<file path="src/rtl/serial_sub.sv">
// serial_sub: bit-serial WIDTH-bit subtractor computing A - B - bin.
// Operands are consumed LSB first, one bit per clock, through a single
// borrow flip-flop. A start/busy/done handshake frames each operation.
// The difference is delivered both as a streamed bit (d_ser/d_valid) and
// as a parallel word (diff/bo) that is held until the next accepted start.
module serial_sub #(
    parameter int WIDTH = 8
) (
    input  logic             clk,
    input  logic             rst_n,
    input  logic             start,
    input  logic [WIDTH-1:0] A,
    input  logic [WIDTH-1:0] B,
    input  logic             bin,
    output logic             busy,
    output logic             done,
    output logic [WIDTH-1:0] diff,
    output logic             bo,
    output logic             d_ser,
    output logic             d_valid
);

    localparam int CW = (WIDTH > 1) ? $clog2(WIDTH) : 1;
    localparam logic [CW-1:0] LAST = CW'(WIDTH - 1);

    typedef enum logic [1:0] {
        IDLE = 2'd0,
        RUN  = 2'd1,
        DONE = 2'd2
    } state_t;

    state_t          state;
    logic [WIDTH-1:0] sa;
    logic [WIDTH-1:0] sb;
    logic [WIDTH-1:0] res;
    logic            br;
    logic [CW-1:0]   count;

    // One-bit full-subtractor difference: a - b - c (mod 2).
    function automatic logic sub_bit(input logic a, input logic b, input logic c);
        return a ^ b ^ c;
    endfunction

    // Borrow out of the one-bit subtraction a - b - c.
    function automatic logic sub_borrow(input logic a, input logic b, input logic c);
        return (~a & b) | (~(a ^ b) & c);
    endfunction

    logic            d_cur;
    logic            br_next;
    logic [WIDTH-1:0] res_next;
    logic            last_bit;

    // Current bit slice: difference and borrow of the operand LSBs.
    always_comb begin
        d_cur    = sub_bit(sa[0], sb[0], br);
        br_next  = sub_borrow(sa[0], sb[0], br);
        res_next = {d_cur, res[WIDTH-1:1]};
        last_bit = (count == LAST);
    end

    // Handshake FSM and bit-serial datapath; every output is registered.
    always_ff @(posedge clk or negedge rst_n) begin
        if (!rst_n) begin
            state   <= IDLE;
            busy    <= 1'b0;
            done    <= 1'b0;
            diff    <= '0;
            bo      <= 1'b0;
            d_ser   <= 1'b0;
            d_valid <= 1'b0;
            sa      <= '0;
            sb      <= '0;
            res     <= '0;
            br      <= 1'b0;
            count   <= '0;
        end else begin
            case (state)
                IDLE: begin
                    done    <= 1'b0;
                    d_valid <= 1'b0;
                    if (start) begin
                        sa    <= A;
                        sb    <= B;
                        br    <= bin;
                        res   <= '0;
                        count <= '0;
                        busy  <= 1'b1;
                        state <= RUN;
                    end
                end

                RUN: begin
                    // start is deliberately ignored here; the in-flight
                    // operands live only in sa/sb/br.
                    d_ser   <= d_cur;
                    d_valid <= 1'b1;
                    res     <= res_next;
                    sa      <= sa >> 1;
                    sb      <= sb >> 1;
                    br      <= br_next;
                    count   <= count + CW'(1);
                    if (last_bit) begin
                        // The final serial bit is presented in the same
                        // cycle as done, so the stream carries all WIDTH bits.
                        diff  <= res_next;
                        bo    <= br_next;
                        done  <= 1'b1;
                        state <= DONE;
                    end
                end

                DONE: begin
                    done    <= 1'b0;
                    d_valid <= 1'b0;
                    if (start) begin
                        // Back-to-back acceptance: busy stays high, no bubble.
                        sa    <= A;
                        sb    <= B;
                        br    <= bin;
                        res   <= '0;
                        count <= '0;
                        state <= RUN;
                    end else begin
                        busy  <= 1'b0;
                        state <= IDLE;
                    end
                end

                default: begin
                    state   <= IDLE;
                    busy    <= 1'b0;
                    done    <= 1'b0;
                    d_valid <= 1'b0;
                end
            endcase
        end
    end

endmodule

</file>
<file path="config.mk">
export PLATFORM = sky130hd
export DESIGN_NAME = serial_sub
export DESIGN_NICKNAME = d
export VERILOG_FILES = /design/src/rtl/serial_sub.sv
export SDC_FILE = /design/constraint.sdc
export NUM_CORES = 1
export LEC_CHECK = 0
export BUFFER_PORTS_ARGS = -buffer_cell sky130_fd_sc_hd__buf_2
export CORE_MARGIN = 8
export CORE_UTILIZATION = 35
export CTS_CLUSTER_SIZE = 14
export DETAILED_ROUTE_END_ITERATION = 12
export GPL_ROUTABILITY_DRIVEN = 0
export PLACE_DENSITY = 0.58
export RECOVER_POWER = 100
export SYNTH_ARGS = -nofsm -noshare
export SYNTH_HDL_FRONTEND = slang
export SYNTH_SLANG_ARGS = --single-unit
</file>
<file path="constraint.sdc">
create_clock -name clk -period 4.15 [get_ports clk]
set_clock_uncertainty 0.15 [all_clocks]
set_input_delay 1.0375 -clock clk [delete_from_list [all_inputs] [get_ports clk]]
set_output_delay 1.0375 -clock clk [all_outputs]
set_load 0.005 [all_outputs]
</file>
; ---- Yosys cells after proc, flatten, opt, wreduce, memory -nomap -nowiden
; Index checks and enable logic that the tools add are counted.
[op_classes]
n_eq_ne = 7
n_reduce_logical = 7
muxes = 20
n_bitwise = 8
add_sub_neg = 1
[ops]
columns = op, n
row1 = one-hot mux 8 bit (2 select lines), 3
row2 = 2-to-1 mux 8 bit, 3
row3 = 2-to-1 mux 1 bit, 7
row4 = "!= test 2 bit, second input constant", 3
row5 = one-hot mux 2 bit (3 select lines), 1
row6 = one-hot mux 3 bit (2 select lines), 1
row7 = AND reduction 2 bit, 3
row8 = 2-to-1 mux 2 bit, 2
row9 = "adder 3 x 1 -> 3 bit, second input constant", 1
row10 = "equality test 3 bit, second input constant", 1
row11 = 2-to-1 mux 3 bit, 1
row12 = NOT 1 bit, 3
row13 = one-hot mux 1 bit (3 select lines), 1
row14 = AND reduction 3 bit, 1
row15 = AND 1 bit, 2
row16 = "equality test 2 x 1 -> 1 bit, second input constant", 1
row17 = "equality test 2 bit, second input constant", 1
row18 = logical NOT 2 bit, 1
row19 = "!= test 2 x 1 -> 1 bit, second input constant", 1
row20 = one-hot mux 1 bit (2 select lines), 1
row21 = nonzero test 2 bit, 1
row22 = OR reduction 2 bit, 1
row23 = bitwise XOR 1 bit, 2
row24 = OR 1 bit, 1
[totals]
input_bits = 20
output_inout_bits = 13
reg_bits = 43

; ---- Logic depth before layout (Yosys ltp)
; Gate-level depths: netlist of the first run.
[logic_depth]
ltp_word = 5
depth_mapped = 6

; ---- Least setup slack after synthesis of the first run
; OpenSTA, ideal clock, no wires.
[synth_path]
kind = input to register
startpoint = in start
endpoint = reg sa[5]
setup_slack_ps = 2264
stages = 4
setup_ps = 127
path_buffers = 2
required_ps = 3873
arrival_time_ps = 1608
path_cell_list = buf_2 > buf_2 > a211oi_1 > a21oi_1
[synth_between]
elab_chain_len = 2
[synth_rtl]
columns = item, line
row1 = from (decl), 11  ; input logic start,
row2 = != test 2 x 1 -> 1 bit (no line), n/a
row3 = AND reduction 2 bit (no line), n/a
row4 = to (signal assigned), 99  ; sa <= sa >> 1;
row5 = to (decl), 33  ; logic [WIDTH-1:0] sa;
; Every way passes these cells.
; A chain may end at the register's enable or synchronous reset.

; ---- Worst setup path after layout of the first run
[layout_path]
startpoint = reg state[1]
endpoint = reg diff[2]
[layout_between]
elab_chain_len = 2
[layout_rtl]
columns = item, line
row1 = from (decl), 32  ; state_t state;
row2 = from (signal assigned), 65  ; state <= IDLE;
row3 = from (signal assigned), 89  ; state <= RUN;
row4 = from (signal assigned), 109  ; state <= DONE;
row5 = equality test 2 x 1 -> 1 bit, 78  ; case (state)
row6 = AND reduction 2 bit (no line), n/a
row7 = to (signal assigned), 106  ; diff <= res_next;
row8 = to (decl), 17  ; output logic [WIDTH-1:0] diff,
; Every way passes these cells.

==> results of run 1 <==
cell type report:
class	count	area [sq um]	area share [%]
clock inverters	1	30.0	1.30
clock buffers	7	76.3	3.32
inverters	9	33.8	1.47
multi-input cells	116	852	37.0
flip-flops and latches	42	1050	45.7
well taps	75	93.8	4.08
repair buffers	34	165	7.17
per-stage QoR:
stage	util, %	std cells
after CTS	40.4	284
final	39.8	284
after global routing	39.8	284
after detailed placement	38.5	276
after global placement	38.5	276
after floorplan	-	180
routing by layer:
layer	GRT usage, %	part of all wire [%]
met5	0	0
met1	11.4	45
met4	4.83	1.2
met3	3.16	4.9
met2	14.8	49
worst max path at each step:
stage / start / end / slack (ps) / depth (start not counted)
4_1_cts: start / sb[5] / 2050 / 4
6_report: state[1] / diff[2] / 1590 / 3
2_1_floorplan: start / sa[5] / 2260 / 4
3_3_place_gp: start / sb[5] / 1740 / 4
5_1_grt: state[1] / diff[2] / 1410 / 3
3_5_place_dp: start / sb[5] / 1730 / 4
power groups by stage:
stage | clock network [mW] | logic, mW | registers [mW]
after global placement | 0 | 0.653 | 0.719
final | 0.312 | 0.627 | 0.716
after global routing | 0.341 | 0.713 | 0.748
after detailed placement | 0 | 0.663 | 0.725
after floorplan | 0 | 0.513 | 0.701
after CTS | 0.326 | 0.664 | 0.717
registers in the layout, summed over array words and instances (netlist names):
signal,count
diff,8
sa,8
sb,8
res,7
count,3
state,2
bo,1
br,1
busy,1
d_ser,1
d_valid,1
done,1
worst min-delay path: stages (launching register included):
cell and delay (ps):
dfrtp_1 350, nand2_1 50, nand2_1 50
logic make-up after synthesis:
| logic type | Yosys count | share of synthesized area [%] |
|---|---|---|
| xor+xnor | 1 | 0.428 |
| fa+ha+maj | 3 | 2.20 |
| simple gates | 38 | 11.4 |
| buf+inv | 22 | 5.93 |
| mux | 29 | 15.3 |
| flops | 42 | 51.3 |
| compound gates | 45 | 13.4 |
synth_stat cells, types with 2 or more instances:
cell / n / area (sq um)
nand2b_1: 7 / 43.8
nand2b_4: 2 / 27.5
ha_1: 2 / 25.0
nand2_1: 11 / 41.3
buf_2: 7 / 35.0
a22o_1: 3 / 26.3
mux2i_1: 11 / 110
dfrtp_1: 42 / 1050
nand3_1: 2 / 10.0
mux2_2: 18 / 203
nor2b_1: 10 / 62.6
o21ai_0: 12 / 60.1
o22ai_1: 4 / 25.0
buf_6: 3 / 33.8
inv_1: 9 / 33.8
nor2_1: 3 / 11.3
a211oi_1: 10 / 75.1
buf_4: 2 / 15.0
a21oi_1: 14 / 70.1
==> flow_metrics.tcl, run 1 <==
set metrics [dict create \
    antenna_found_initial 0 \
    synth-warning-count 0 \
    hold_start "d_ser" \
    dpl_worst_slack_ps 1730 \
    whs_path_depth 2 \
    clockRootBuffer "clkbuf_8" \
    cpMaxStageDelayCell "clkbuf_1" \
    relSlewSlack_pct 3.15 \
    placed_cell_area_sq_um 2230 \
    cp-end-kind "register" \
    drive_gt1_share_pct 25.4 \
    wl_per_cell_um 13.7 \
    setup_slack_ps 1590 \
    cts_tree "built" \
    worstPathCellList "clkbuf_1 > nand3b_1 > mux2_2" \
    drc 0 \
    antennaDiodeCount 0 \
    tns_ps 0 \
    final_max_slew_viol_count 0 \
    power_frac_comb_pct 37.9 \
    p_seq_share_pct 43.3 \
    max_cap_violations 0 \
    synth_cells 180 \
    yosysSeqAreaShare_pct 51.3 \
    die-area_sq_um 8550 \
    h-tree-depth 2 \
    p_int_mw 1.10 \
    vias 1352 \
    min_to "d_ser" \
    grt.total_usage_pct 9.48 \
    grt_pass1_vias 1384 \
    insertion_delay_ps 290 \
    io_pins 33 \
    synth-seq-cells 42 \
    p_leak_nw 1.04 \
    syn_nets 203 \
    path_class "reg -> reg" \
    worstRegToRegCells 3 \
    worstPathMaxFanout 26 \
    cp_top_family "buffers and inverters" \
    drtAntennaViolNets 0 \
    row_count 28 \
    path_buf_inv 1 \
    hpwlAfterDp_mm 2.56 \
    power.share.clock_pct 18.8 \
    r2r-start "state[1]" \
    drt-total-wl_mm 3.90 \
    clock_sinks 42 \
    first_pass_iters 4 \
    cts-resized-gates 0 \
    overflow 0 \
    worstHoldPathType "reg -> reg" \
    async_reset_ff_share_pct 100 \
    r2r_slack_ps 1590 \
    worstMarginPinSlew_ps 1450 \
    powerDensity_nw_per_um2 719 \
    mostFrequentLayoutCells "dfrtp_1 (42), buf_2 (27), mux2_2 (18), a21oi_1 (14), o21ai_0 (12)" \
    grt_pass1_wl_mm 6.53 \
    synth_edf_count 0 \
    synthFlopType "dfrtp_1" \
    syn_avg_cell_area_sq_um 11.4 \
    die_w_um 92.5 \
    final_common_cell "dfrtp_1" \
    fp.dieH_um 92.5 \
    fin_area_sq_um 2300 \
    finalPower_mw 1.65 \
    clkTransAtPathRegs_ps 80 \
    port_buffers 32 \
    worstPathRequired_ps 4170 \
    max-vdd-ir-drop_mv 0.270 \
    fmax_ghz 0.391 \
    start_util_pct 35.4 \
    timing.critical_path.slowest_cell_delay_ps 1050 \
    reg2reg_to "diff[2]" \
    grt_max_degree 47 \
    netSwitchingFraction_pct 33.4 \
    critPathArrivalTime_ps 2580 \
    nFillCells 613 \
    setup_violations 0 \
    cts_buffers 5 \
    status "finished, final reports clean" \
    syn_area_sq_um 2050 \
    fin_crit_ps 2560 \
    clockBufferDepth 2 \
    synth_cell_types 27 \
    finalHoldViolCount 0 \
    fin_crit_sh_pct 61.6 \
    drtIter0Drc 62 \
    core_area_sq_um 5780 \
    ctsHoldBuffers 0 \
    p_sw_uw 552 \
    grt_setup_unrepaired "false" \
    startpoint_type "register" \
    post_cts_buffers 0 \
    whs_ps 337 \
    syn_to_final_growth_pct 12.5 \
    post_drt_via_cell_ratio 4.76 \
    fin_nets 231 \
]
(Power assumes the default switching activity.)
==> inputs of run 2 (changes only) <==
==> constraint.sdc (replaced) <==
create_clock -name clk -period 2.6 [get_ports clk]
set_clock_uncertainty 0.15 [all_clocks]
set_input_delay 0.65 -clock clk [delete_from_list [all_inputs] [get_ports clk]]
set_output_delay 0.65 -clock clk [all_outputs]
set_load 0.005 [all_outputs]
==> flow_metrics.tcl, run 2 (same netlist as run 1, synthesis figures left out) <==
set metrics [dict create \
    hpwlAfterDp_mm 2.80 \
    die-area_sq_um 8550 \
    startpoint_type "primary input" \
    clockRootBuffer "clkbuf_8" \
    cp-end-kind "register" \
    start_util_pct 35.4 \
    status "finished, final reports clean" \
    dpl_worst_slack_ps 574 \
    worstMarginPinSlew_ps 1180 \
    hold_start "bo" \
    clock_sinks 42 \
    fin_crit_sh_pct 74.3 \
    max-vdd-ir-drop_mv 0.410 \
    wl_per_cell_um 13.9 \
    final_max_slew_viol_count 0 \
    mostFrequentLayoutCells "dfrtp_1 (42), buf_2 (26), mux2_2 (18), a21oi_1 (14), o21ai_0 (12)" \
    placedCellCount 278 \
    core_area_sq_um 5780 \
    reg_top3 "diff (8), sa (8), sb (8)" \
    critPathArrivalTime_ps 1960 \
    worstPathMaxFanout 32 \
    grt_setup_unrepaired "false" \
    io_pins 33 \
    antennaDiodeCount 0 \
    grt_max_degree 33 \
    drt-total-wl_mm 3.95 \
    clkTransAtPathRegs_ps 80 \
    post_cts_buffers 0 \
    cts_tree "built" \
    fin_cells 285 \
    powerDensity_nw_per_um2 1110 \
    multi_input_area_sq_um 845 \
    drtIter0Drc 53 \
    fin_nets 233 \
    seq_area_sq_um 1050 \
    overflow 0 \
    whs_ps 330 \
    r2r-start "state[0]" \
    final_common_cell "dfrtp_1" \
    relSlewSlack_pct 21.6 \
    max_cap_violations 0 \
    cts_buffers 5 \
    fmax_ghz 0.518 \
    grt_pass1_wl_mm 6.73 \
    tns_ps 0 \
    grt_pass1_vias 1462 \
    die_w_um 92.5 \
    cts-resized-gates 0 \
    grt.total_usage_pct 9.92 \
    clockBufferDepth 2 \
    drtAntennaViolNets 0 \
    worstPathRequired_ps 2630 \
    p_leak_nw 1.03 \
    path_class "in -> reg" \
    ctsHoldBuffers 0 \
    port_buffers 32 \
    insertion_delay_ps 290 \
    nFillCells 576 \
    drive_gt1_share_pct 25.2 \
    row_count 28 \
    finalPower_mw 2.54 \
    fp.dieH_um 92.5 \
    vias 1377 \
    post_drt_via_cell_ratio 4.83 \
    finalHoldViolCount 0 \
    drc 0 \
    syn_to_final_growth_pct 11.7 \
    antenna_found_initial 0 \
    worstHoldPathType "reg -> reg" \
    first_pass_iters 4 \
    setup_slack_ps 669 \
    h-tree-depth 2 \
    setup_violations 0 \
    startpoint "start" \
    fin_crit_ps 1930 \
]
-- run 2: final cells by class --
class / count / share of cell area (%)
flip-flops and latches: 42 / 46.0
multi-input cells: 116 / 36.9
well taps: 75 / 4.10
repair buffers: 36 / 8.10
clock buffers: 5 / 3.01
clock inverters: 2 / 0.438
inverters: 9 / 1.48
-- run 2: worst paths after layout --
kind / end / slack (ps) / cells after the start
hold / removal: bo / 330 / 2
min in group asynchronous: bo / 430 / 1
max in group asynchronous: count[1] / 1170 / 2
hold reg to reg: bo / 330 / 2
setup reg to reg: sb[5] / 690 / 3
setup / recovery: sb[5] / 670 / 4
-- run 2: layer usage --
metal	wire (um)	vias up	global-route usage, %
met1	1810	660	11.4
met3	183	7	2.75
li1	-	685	-
met5	0	-	0
met2	1860	25	16.0
met4	97	0	6.31
-- run 2: report_power, final --
group          internal, mW  switching (mW)
clock                 0.180           0.212
combinational         0.511           0.454
sequential            0.955           0.227
total                  1.65           0.894
-- run 2: metrics by stage --
step,instance area (sq um),util (%)
after floorplan,2050,-
after global routing,2290,39.6
final,2290,39.6
after global placement,2260,39.0
after CTS,2330,40.4
after detailed placement,2260,39.0
-- run 2: critical path: stages --
cell and delay [ps]:
buf_2 440, nand2b_1 250, and2_0 290, a221o_1 320
